$ cat config.mk
export PLATFORM = sky130hd
export DESIGN_NAME = uart_cmd_encoder
export DESIGN_NICKNAME = d
export VERILOG_FILES = /design/src/rtl/uart_cmd_pkg.sv /design/src/rtl/uart_cmd_beat_timer.sv /design/src/rtl/uart_cmd_encoder.sv
export SDC_FILE = /design/constraint.sdc
export NUM_CORES = 1
export LEC_CHECK = 0
export CAP_MARGIN = 10
export CORE_MARGIN = 1
export CORE_UTILIZATION = 40
export CTS_BUF_LIST = sky130_fd_sc_hd__clkbuf_8
export DETAILED_ROUTE_END_ITERATION = 16
export DONT_BUFFER_PORTS = 1
export PLACE_DENSITY = 0.58
export SYNTH_ARGS = -nofsm -noshare
export SYNTH_HDL_FRONTEND = slang
export SYNTH_SLANG_ARGS = --single-unit
$ cat constraint.sdc
create_clock -name clk -period 2.05 [get_ports clk]
set_input_delay 0.615 -clock clk [delete_from_list [all_inputs] [get_ports clk]]
set_output_delay 0.615 -clock clk [all_outputs]
set_load 0.02 [all_outputs]
$ cat src/rtl/uart_cmd_pkg.sv
`default_nettype none
// ============================================================================
// Module      : uart_cmd_pkg
// Description : Shared command codes, request opcodes, bus words, encoder
//               states and beat-word builder for the UART command encoder.
// Revision    : 1.0 - initial release
// ============================================================================
package uart_cmd_pkg;

    // Command field (io_out7[1:0]) values understood by the target
    localparam logic [1:0] CMD_DATA   = 2'd0;
    localparam logic [1:0] CMD_CONFIG = 2'd1;
    localparam logic [1:0] CMD_PREDIV = 2'd2;
    localparam logic [1:0] CMD_SPARE  = 2'd3;

    // CONFIG payload that the target interprets as a soft reset
    localparam logic [4:0] CMD_CONFIG_RESET = 5'b11000;

    // Host request opcodes
    localparam logic [1:0] OP_DATA   = 2'd0;
    localparam logic [1:0] OP_CONFIG = 2'd1;
    localparam logic [1:0] OP_PREDIV = 2'd2;
    localparam logic [1:0] OP_RESET  = 2'd3;

    // Idle bus word: spare command with a zero payload
    localparam logic [6:0] NOP_WORD = {5'd0, CMD_SPARE};

    typedef enum logic [2:0] {
        IDLE   = 3'd0,
        BEAT0  = 3'd1,
        GAP0   = 3'd2,
        BEAT1  = 3'd3,
        GAP1   = 3'd4,
        SETTLE = 3'd5
    } enc_state_t;

    // Two-beat requests carry a full byte split into low/high nibbles
    function automatic logic is_two_beat(input logic [1:0] op);
        return (op == OP_DATA) || (op == OP_PREDIV);
    endfunction

    // Bus word for beat 0 (high == 0) or beat 1 (high == 1) of a request
    function automatic logic [6:0] beat_word(input logic [1:0] op,
                                             input logic [7:0] data,
                                             input logic       high);
        logic [1:0] cmd;
        logic [4:0] payload;
        cmd     = CMD_SPARE;
        payload = 5'd0;
        case (op)
            OP_DATA, OP_PREDIV: begin
                cmd     = (op == OP_DATA) ? CMD_DATA : CMD_PREDIV;
                payload = high ? {1'b1, data[7:4]} : {1'b0, data[3:0]};
            end
            OP_CONFIG: begin
                cmd     = CMD_CONFIG;
                payload = data[4:0];
            end
            default: begin
                cmd     = CMD_CONFIG;
                payload = CMD_CONFIG_RESET;
            end
        endcase
        return {payload, cmd};
    endfunction

endpackage : uart_cmd_pkg
`default_nettype wire

$ cat src/rtl/uart_cmd_beat_timer.sv
`default_nettype none
// ============================================================================
// Module      : uart_cmd_beat_timer
// Description : 8-bit loadable down-counter. expire is high during the last
//               cycle of a loaded count, so a load of N spans N cycles.
// Revision    : 1.0 - initial release
// ============================================================================
module uart_cmd_beat_timer (
    input  logic       clk,
    input  logic       reset,
    input  logic       load,
    input  logic [7:0] load_value,
    output logic       expire
);

    logic [7:0] r_count;

    // Load on request, otherwise count down and rest at zero
    always_ff @(posedge clk or negedge reset) begin
        if (!reset) begin
            r_count <= 8'd0;
        end else if (load) begin
            r_count <= load_value;
        end else if (r_count != 8'd0) begin
            r_count <= r_count - 8'd1;
        end
    end

    // A count of one is the final cycle; zero is treated as already expired
    assign expire = (r_count <= 8'd1);

endmodule : uart_cmd_beat_timer
`default_nettype wire

$ cat src/rtl/uart_cmd_encoder.sv
`default_nettype none
// ============================================================================
// Module      : uart_cmd_encoder
// Description : Accepts host requests on a valid/ready handshake and emits
//               them as timed command beats on the target's 7-bit bus.
// Revision    : 1.0 - initial release
// ============================================================================
module uart_cmd_encoder
    import uart_cmd_pkg::*;
#(
    parameter int HOLD_CYCLES   = 2,
    parameter int GAP_CYCLES    = 1,
    parameter int SETTLE_CYCLES = 8
) (
    input  logic       clk,
    input  logic       reset,
    input  logic       req_valid,
    output logic       req_ready,
    input  logic [1:0] req_op,
    input  logic [7:0] req_data,
    output logic [6:0] io_out7,
    output logic       busy,
    output logic       done_strobe
);

    localparam logic [7:0] c_hold   = 8'(HOLD_CYCLES);
    localparam logic [7:0] c_gap    = 8'(GAP_CYCLES);
    localparam logic [7:0] c_settle = 8'(SETTLE_CYCLES);

    enc_state_t r_state;
    enc_state_t w_state_next;
    logic [1:0] r_op;
    logic [7:0] r_data;
    logic [6:0] r_io_out7;
    logic       r_done;
    logic       w_accept;
    logic       w_load;
    logic [7:0] w_load_value;
    logic       w_expire;
    logic [1:0] w_op;
    logic [7:0] w_data;
    logic [6:0] w_word_next;

    assign req_ready   = (r_state == IDLE);
    assign busy        = (r_state != IDLE);
    assign io_out7     = r_io_out7;
    assign done_strobe = r_done;
    assign w_accept    = req_valid && req_ready;

    // On the accept edge the latched copy is not yet valid, so the first
    // beat word is built from the live request fields
    assign w_op   = w_accept ? req_op   : r_op;
    assign w_data = w_accept ? req_data : r_data;

    uart_cmd_beat_timer u_timer (
        .clk        (clk),
        .reset      (reset),
        .load       (w_load),
        .load_value (w_load_value),
        .expire     (w_expire)
    );

    // State register and request latch
    always_ff @(posedge clk or negedge reset) begin
        if (!reset) begin
            r_state <= IDLE;
            r_op    <= OP_DATA;
            r_data  <= 8'd0;
        end else begin
            r_state <= w_state_next;
            if (w_accept) begin
                r_op   <= req_op;
                r_data <= req_data;
            end
        end
    end

    // Next-state and timer-load decisions
    always_comb begin
        w_state_next = r_state;
        w_load       = 1'b0;
        w_load_value = 8'd0;
        unique case (r_state)
            IDLE: begin
                if (w_accept) begin
                    w_state_next = BEAT0;
                    w_load       = 1'b1;
                    w_load_value = c_hold;
                end
            end
            BEAT0: begin
                if (w_expire) begin
                    w_state_next = GAP0;
                    w_load       = 1'b1;
                    w_load_value = c_gap;
                end
            end
            GAP0: begin
                if (w_expire) begin
                    if (is_two_beat(r_op)) begin
                        w_state_next = BEAT1;
                        w_load       = 1'b1;
                        w_load_value = c_hold;
                    end else if ((r_op == OP_RESET) && (c_settle != 8'd0)) begin
                        w_state_next = SETTLE;
                        w_load       = 1'b1;
                        w_load_value = c_settle;
                    end else begin
                        w_state_next = IDLE;
                    end
                end
            end
            BEAT1: begin
                if (w_expire) begin
                    w_state_next = GAP1;
                    w_load       = 1'b1;
                    w_load_value = c_gap;
                end
            end
            GAP1, SETTLE: begin
                if (w_expire) begin
                    w_state_next = IDLE;
                end
            end
            default: begin
                w_state_next = IDLE;
            end
        endcase
    end

    // Bus word for the state being entered, so io_out7 can be registered
    always_comb begin
        w_word_next = NOP_WORD;
        case (w_state_next)
            BEAT0:   w_word_next = beat_word(w_op, w_data, 1'b0);
            BEAT1:   w_word_next = beat_word(w_op, w_data, 1'b1);
            default: w_word_next = NOP_WORD;
        endcase
    end

    // Registered bus output and completion pulse
    always_ff @(posedge clk or negedge reset) begin
        if (!reset) begin
            r_io_out7 <= NOP_WORD;
            r_done    <= 1'b0;
        end else begin
            r_io_out7 <= w_word_next;
            r_done    <= (r_state != IDLE) && (w_state_next == IDLE);
        end
    end

endmodule : uart_cmd_encoder
`default_nettype wire

# == Word level (Yosys, flattened, before mapping) ==
# Cells that the tools add are included.
# op_classes
mux,29
magnitude_cmp,1
add_sub_neg,1
n_reduce_logical,13
n_eq_ne,11
# op_table
op,count
2-to-1 mux 8 bit,3
2-to-1 mux 3 bit,7
case mux 5 bit (2 select lines),2
case mux 3 bit (5 select lines),1
case mux 7 bit (2 select lines),1
2-to-1 mux 4 bit,3
case mux 4 bit (3 select lines),1
== test 3 x 2 -> 1 bit (second input constant),3
less-or-equal comparator 8 x 1 -> 1 bit (second input constant),1
2-to-1 mux 2 bit,4
nonzero test 8 bit,1
subtractor 8 x 1 -> 8 bit (second input constant),1
== test 2 bit (second input constant),3
== test 3 x 1 -> 1 bit (second input constant),2
== test 3 bit (second input constant),2
zero test 3 bit,2
2-to-1 mux 1 bit,6
OR reduction 2 bit,3
zero test 2 bit,2
case mux 1 bit (3 select lines),1
nonzero test 3 bit,1
== test 2 x 1 -> 1 bit (second input constant),1
logical AND 1 bit,2
nonzero test 2 bit,1
logical OR 1 bit,1
# totals
register_bits,29
inputBits,13

# == Longest topological paths before layout ==
# depth
depth_word,7
depth_mapped,8

# == Hierarchy ==
# A second synthesis with hierarchy kept.
# unflattened
hier_cells,151
hier_area_um2,1587.8
# by_module_without_submodules
module,area_per_inst_um2,n_inst,cells_each
uart_cmd_encoder,1066.0,1,96
uart_cmd_beat_timer,521.8,1,55

# == Least setup slack after synthesis ==
# No wires, ideal clock.
# synth_timing
path_type,input to register
start,input req_valid
end,"register r_io_out7[5], in the netlist io_out7[5]"
arrival_time_ps,2114
setup_slack_ps,-184
path_stages,5
required_time_ps,1930
setup_ps,120
path_cell_list,or3b_1 > nor2_4 > mux2i_1 > inv_2 > o211a_1
# synth_between
elab_chain_len,6
# synth_lines
element,line,source
start: declaration,uart_cmd_encoder.sv:17,"input logic req_valid,"
logical AND 1 bit *,uart_cmd_encoder.sv:48,assign w_accept = req_valid && req_ready;
2-to-1 mux 2 bit *,--,
via w_op[0],uart_cmd_encoder.sv:40,logic [1:0] w_op;
== test 2 bit / zero test 2 bit (equally long branches),uart_cmd_pkg.sv:50,case (op)
OR reduction 2 bit,uart_cmd_pkg.sv:50,
case mux 5 bit (2 select lines),uart_cmd_pkg.sv:50,
case mux 7 bit (2 select lines) *,uart_cmd_encoder.sv:134,case (w_state_next)
via w_word_next[5],uart_cmd_encoder.sv:42,logic [6:0] w_word_next;
end signal: assignment,uart_cmd_encoder.sv:147,r_io_out7 <= w_word_next;
end: declaration,uart_cmd_encoder.sv:34,logic [6:0] r_io_out7;
# The timed path passes the listed nets; every way through them passes the cells marked *.
# A chain may end at the register's enable or synchronous reset.

# == Worst setup path in the final report ==
# layout_timing
start,register r_state[0]
end,output busy
# layout_between
elab_chain_len,1
# layout_lines
element,line,source
start: declaration,uart_cmd_encoder.sv:30,enc_state_t r_state;
start signal: assignment,uart_cmd_encoder.sv:70,r_state <= w_state_next;
nonzero test 3 bit,uart_cmd_encoder.sv:45,assign busy = (r_state != IDLE);
end: declaration,uart_cmd_encoder.sv:22,"output logic busy,"
# Every way passes these cells.

==> metrics.txt <==
Avg WL per Cell=15.61 microns; Critical Path Most Common Cell=buf_4; unrepaired setup endpoints after global routing=true; top cell type's share of synthesized area=0.4470; CTS max path bufs=2; measured slew at the worst slew-check pin=roughly 0.33 ns; total global routing overflow=0; commonest non-fill, non-tap cell in the layout=dfrtp_1; DRT iter0 DRCs=a little under 70; Worst Path Required=around 1.4 ns; CORE AREA=about 0.0035 sq mm; Crit Path Max Fanout=10; critical path, cell by cell=buf_4 -> or3_4 -> buf_4; DRC viols=0; critical path arrival=1.38 ns; endpoints failing setup=0; distinct cell type count after synthesis=46; clock sinks=29; Avg Synthesized Cell Area=11.03 sq um; first-pass GRT wire length=5.761 mm; CTS tree=built; io pins=23; RR Startpoint=u_timer.r_count[0]; register area share after synthesis=0.4818; Clk pwr share=0.155; via count=1153; max_slew headroom=0.7785; Die Y=~63 microns; Buf/Inv on CP=2; Hold Vio Cnt, Final=0; Area Growth Syn to Fin=32.78%; share of cells above drive strength 1=0.4286; remaining antenna violation count=0; total power divided by cell area=between 1500 and 2000 mW/mm^2; Yosys warning count=0; drt first pass iters=4; Tcrit/Tclk final=0.9730; net switching power=between 1500 and 2000 uW; worst hold path type=in -> async; dpl ws=-0.06177 ns; H-tree depth=2; sequential share of power=0.296; clk_lat worst skew=roughly 0.28 ns; status=finished clean; Net Sw Frac=0.3926; vias in the first global route=approximately 1200; Port-buffer cells=0; Pint=~2400 uW; total CTS buffers=5; VDD IR max=between 0.0007 and 0.0008 V; initial antenna violation count=0; largest stage delay on the critical path=between 0.3 and 0.4 ns; vias per cell=between 5 and 6; Rows=21; Worst path top cell family by delay=flip-flops; final core occ=0.5786; CTS root buf=clkbuf_8; crit path kind=reg -> out; Setup TNS=0 ns; Comb power frac=0.550; # hold bufs at CTS=0; hpwl dp=about 2.3 mm; Critical Path Start=r_state[0]; synth top area cells=dfrtp_1, mux2i_1, mux2_2; Max Freq=501.4 MHz; All-Layer GR Usage=0.1897; critical path's slowest cell=dfrtp_1; starting density of the core=0.4358; max cap viols=0; largest net degree at the start of global routing=30; most frequent cells in the layout=dfrtp_1, buf_4, nor2_1, nand2_1, inv_1; overall routed net length=3.340 mm; max-slew violation count=0; startpoint types=flop; die area=0.004028 sq mm; routability cong.=0.8776; P_leak=0.0008944 uW; Nets=183; Netlist Area Pre-Place=between 0.0015 and 0.002 sq mm; Final WS setup=roughly 0.055 ns; Yosys reg bits=29; Clock Skew=roughly 0.007 ns; Critical Path End Type=output pin; Final min period=approximately 2.0 ns; synthesized instance count=around 140; Die X=between 60 and 70 microns; area leader, netlist=dfrtp_1; # diodes=0; Worst-path clk slew=0.06 ns; Fill cells=between 200 and 300; Synthesized Nets=roughly 150
==> stage by stage <==
stage / cells / power (uW) / instance area (sq um) / hold slack, ns
after CTS: 210 / 3630 / 1901 / 0.01697
after floorplan: 137 / 2383 / 1564 / 0.3194
after global placement: 202 / 2944 / 1780 / 0.3200
after global routing: 214 / 4164 / 2007 / 0.01195
after detailed placement: 202 / 2994 / 1780 / 0.3200
final: 214 / 3875 / 2007 / 0.02631
==> path summary, 6_finish.rpt <==
kind	to	depth (start not counted)	slack [ns]
min in group clk	r_data[7]	2	0.48
min	r_data[2]	0	0.03
max	busy	3	0.06
max in group asynchronous	io_out7[1]	0	1.85
max reg2reg	io_out7[3]	7	0.06
min reg2reg	r_data[7]	2	0.49
==> Yosys cell counts, drive strengths merged <==
master / count
dfstp: 2
a21oi: 1
o221ai: 1
o21a: 2
a31oi: 1
xor2: 2
a22o: 1
o211a: 1
o22ai: 1
nor4: 1
dfrtp: 27
nor2: 13
a311oi: 5
or2: 1
o21ai: 2
nand3: 5
or3b: 1
mux2: 6
o31ai: 1
a41oi: 2
nand2b: 2
a21o: 2
ha: 3
or3: 1
buf: 2
or4: 1
mux2i: 9
a22oi: 1
a31o: 2
clkbuf: 3
or4b: 1
nand2: 9
nor3b: 4
inv: 11
a211oi: 4
nor3: 1
xnor2: 3
and3: 2
==> area by class of cell <==
class,instances,area [sq um],share of cell area
Clock buffer,6,82.58,0.04115
Clock inverter,2,33.78,0.01683
Inverter,11,41.29,0.02057
Multi-Input combinational cell,92,833.3,0.4152
Sequential cell,29,728.2,0.3628
Tap cell,46,57.56,0.02868
Timing Repair Buffer,28,230.2,0.1147
==> logic make-up (layout without fill, tap and decap cells) <==
logic type | after synthesis | after routing | share of synthesized area
flip-flops | 29 | 29 | 0.4818
buffers and inverters | 16 | 47 | 0.04139
multiplexers | 15 | 15 | 0.1043
adder cells (fa/ha/maj) | 3 | 3 | 0.02484
AND/OR/NAND/NOR | 42 | 42 | 0.1623
XOR/XNOR | 5 | 5 | 0.02898
AO/OA/AOI/OAI | 27 | 27 | 0.1565
==> power groups by stage <==
| stage | Clock (uW) | Combinational, uW | Sequential [uW] |
|---|---|---|---|
| final | 600 | 2130 | 1150 |
| after global routing | 639 | 2340 | 1180 |
| after CTS | 612 | 1880 | 1140 |
| after detailed placement | 0 | 1850 | 1150 |
| after global placement | 0 | 1800 | 1140 |
| after floorplan | 0 | 1270 | 1110 |
==> worst register-to-register path, cell delays in order (launching register included) <==
cell	delay, ns
dfrtp_1	0.42
ha_1	0.21
or2_4	0.27
and3_4	0.17
a211oi_4	0.30
buf_6	0.17
mux2i_1	0.22
a211oi_2	0.10
==> registers in the layout, summed over array words and instances, names as in the netlist <==
signal           flops
r_state              3
io_out7              7
r_op                 2
done_strobe          1
r_data               8
u_timer.r_count      8
==> layer usage <==
metal | up-vias | global-route usage | share of wire
li1 | 548 | - | -
met1 | 576 | 0.2347 | 0.45
met2 | 23 | 0.3019 | 0.48
met3 | 6 | 0.05254 | 0.046
met4 | 0 | 0.09375 | 0.017
met5 | - | 0 | 0
==> timing repair <==
item / 4_1_cts / 5_1_grt
setup buffers: 0 / 4
endpoints found under the hold margin: 0 / 0
endpoints found under the setup margin: 1 / 10
pin swaps: 0 / 5
gates resized for setup: 1 / 16
Note: power is estimated with default switching activity, not from simulation.
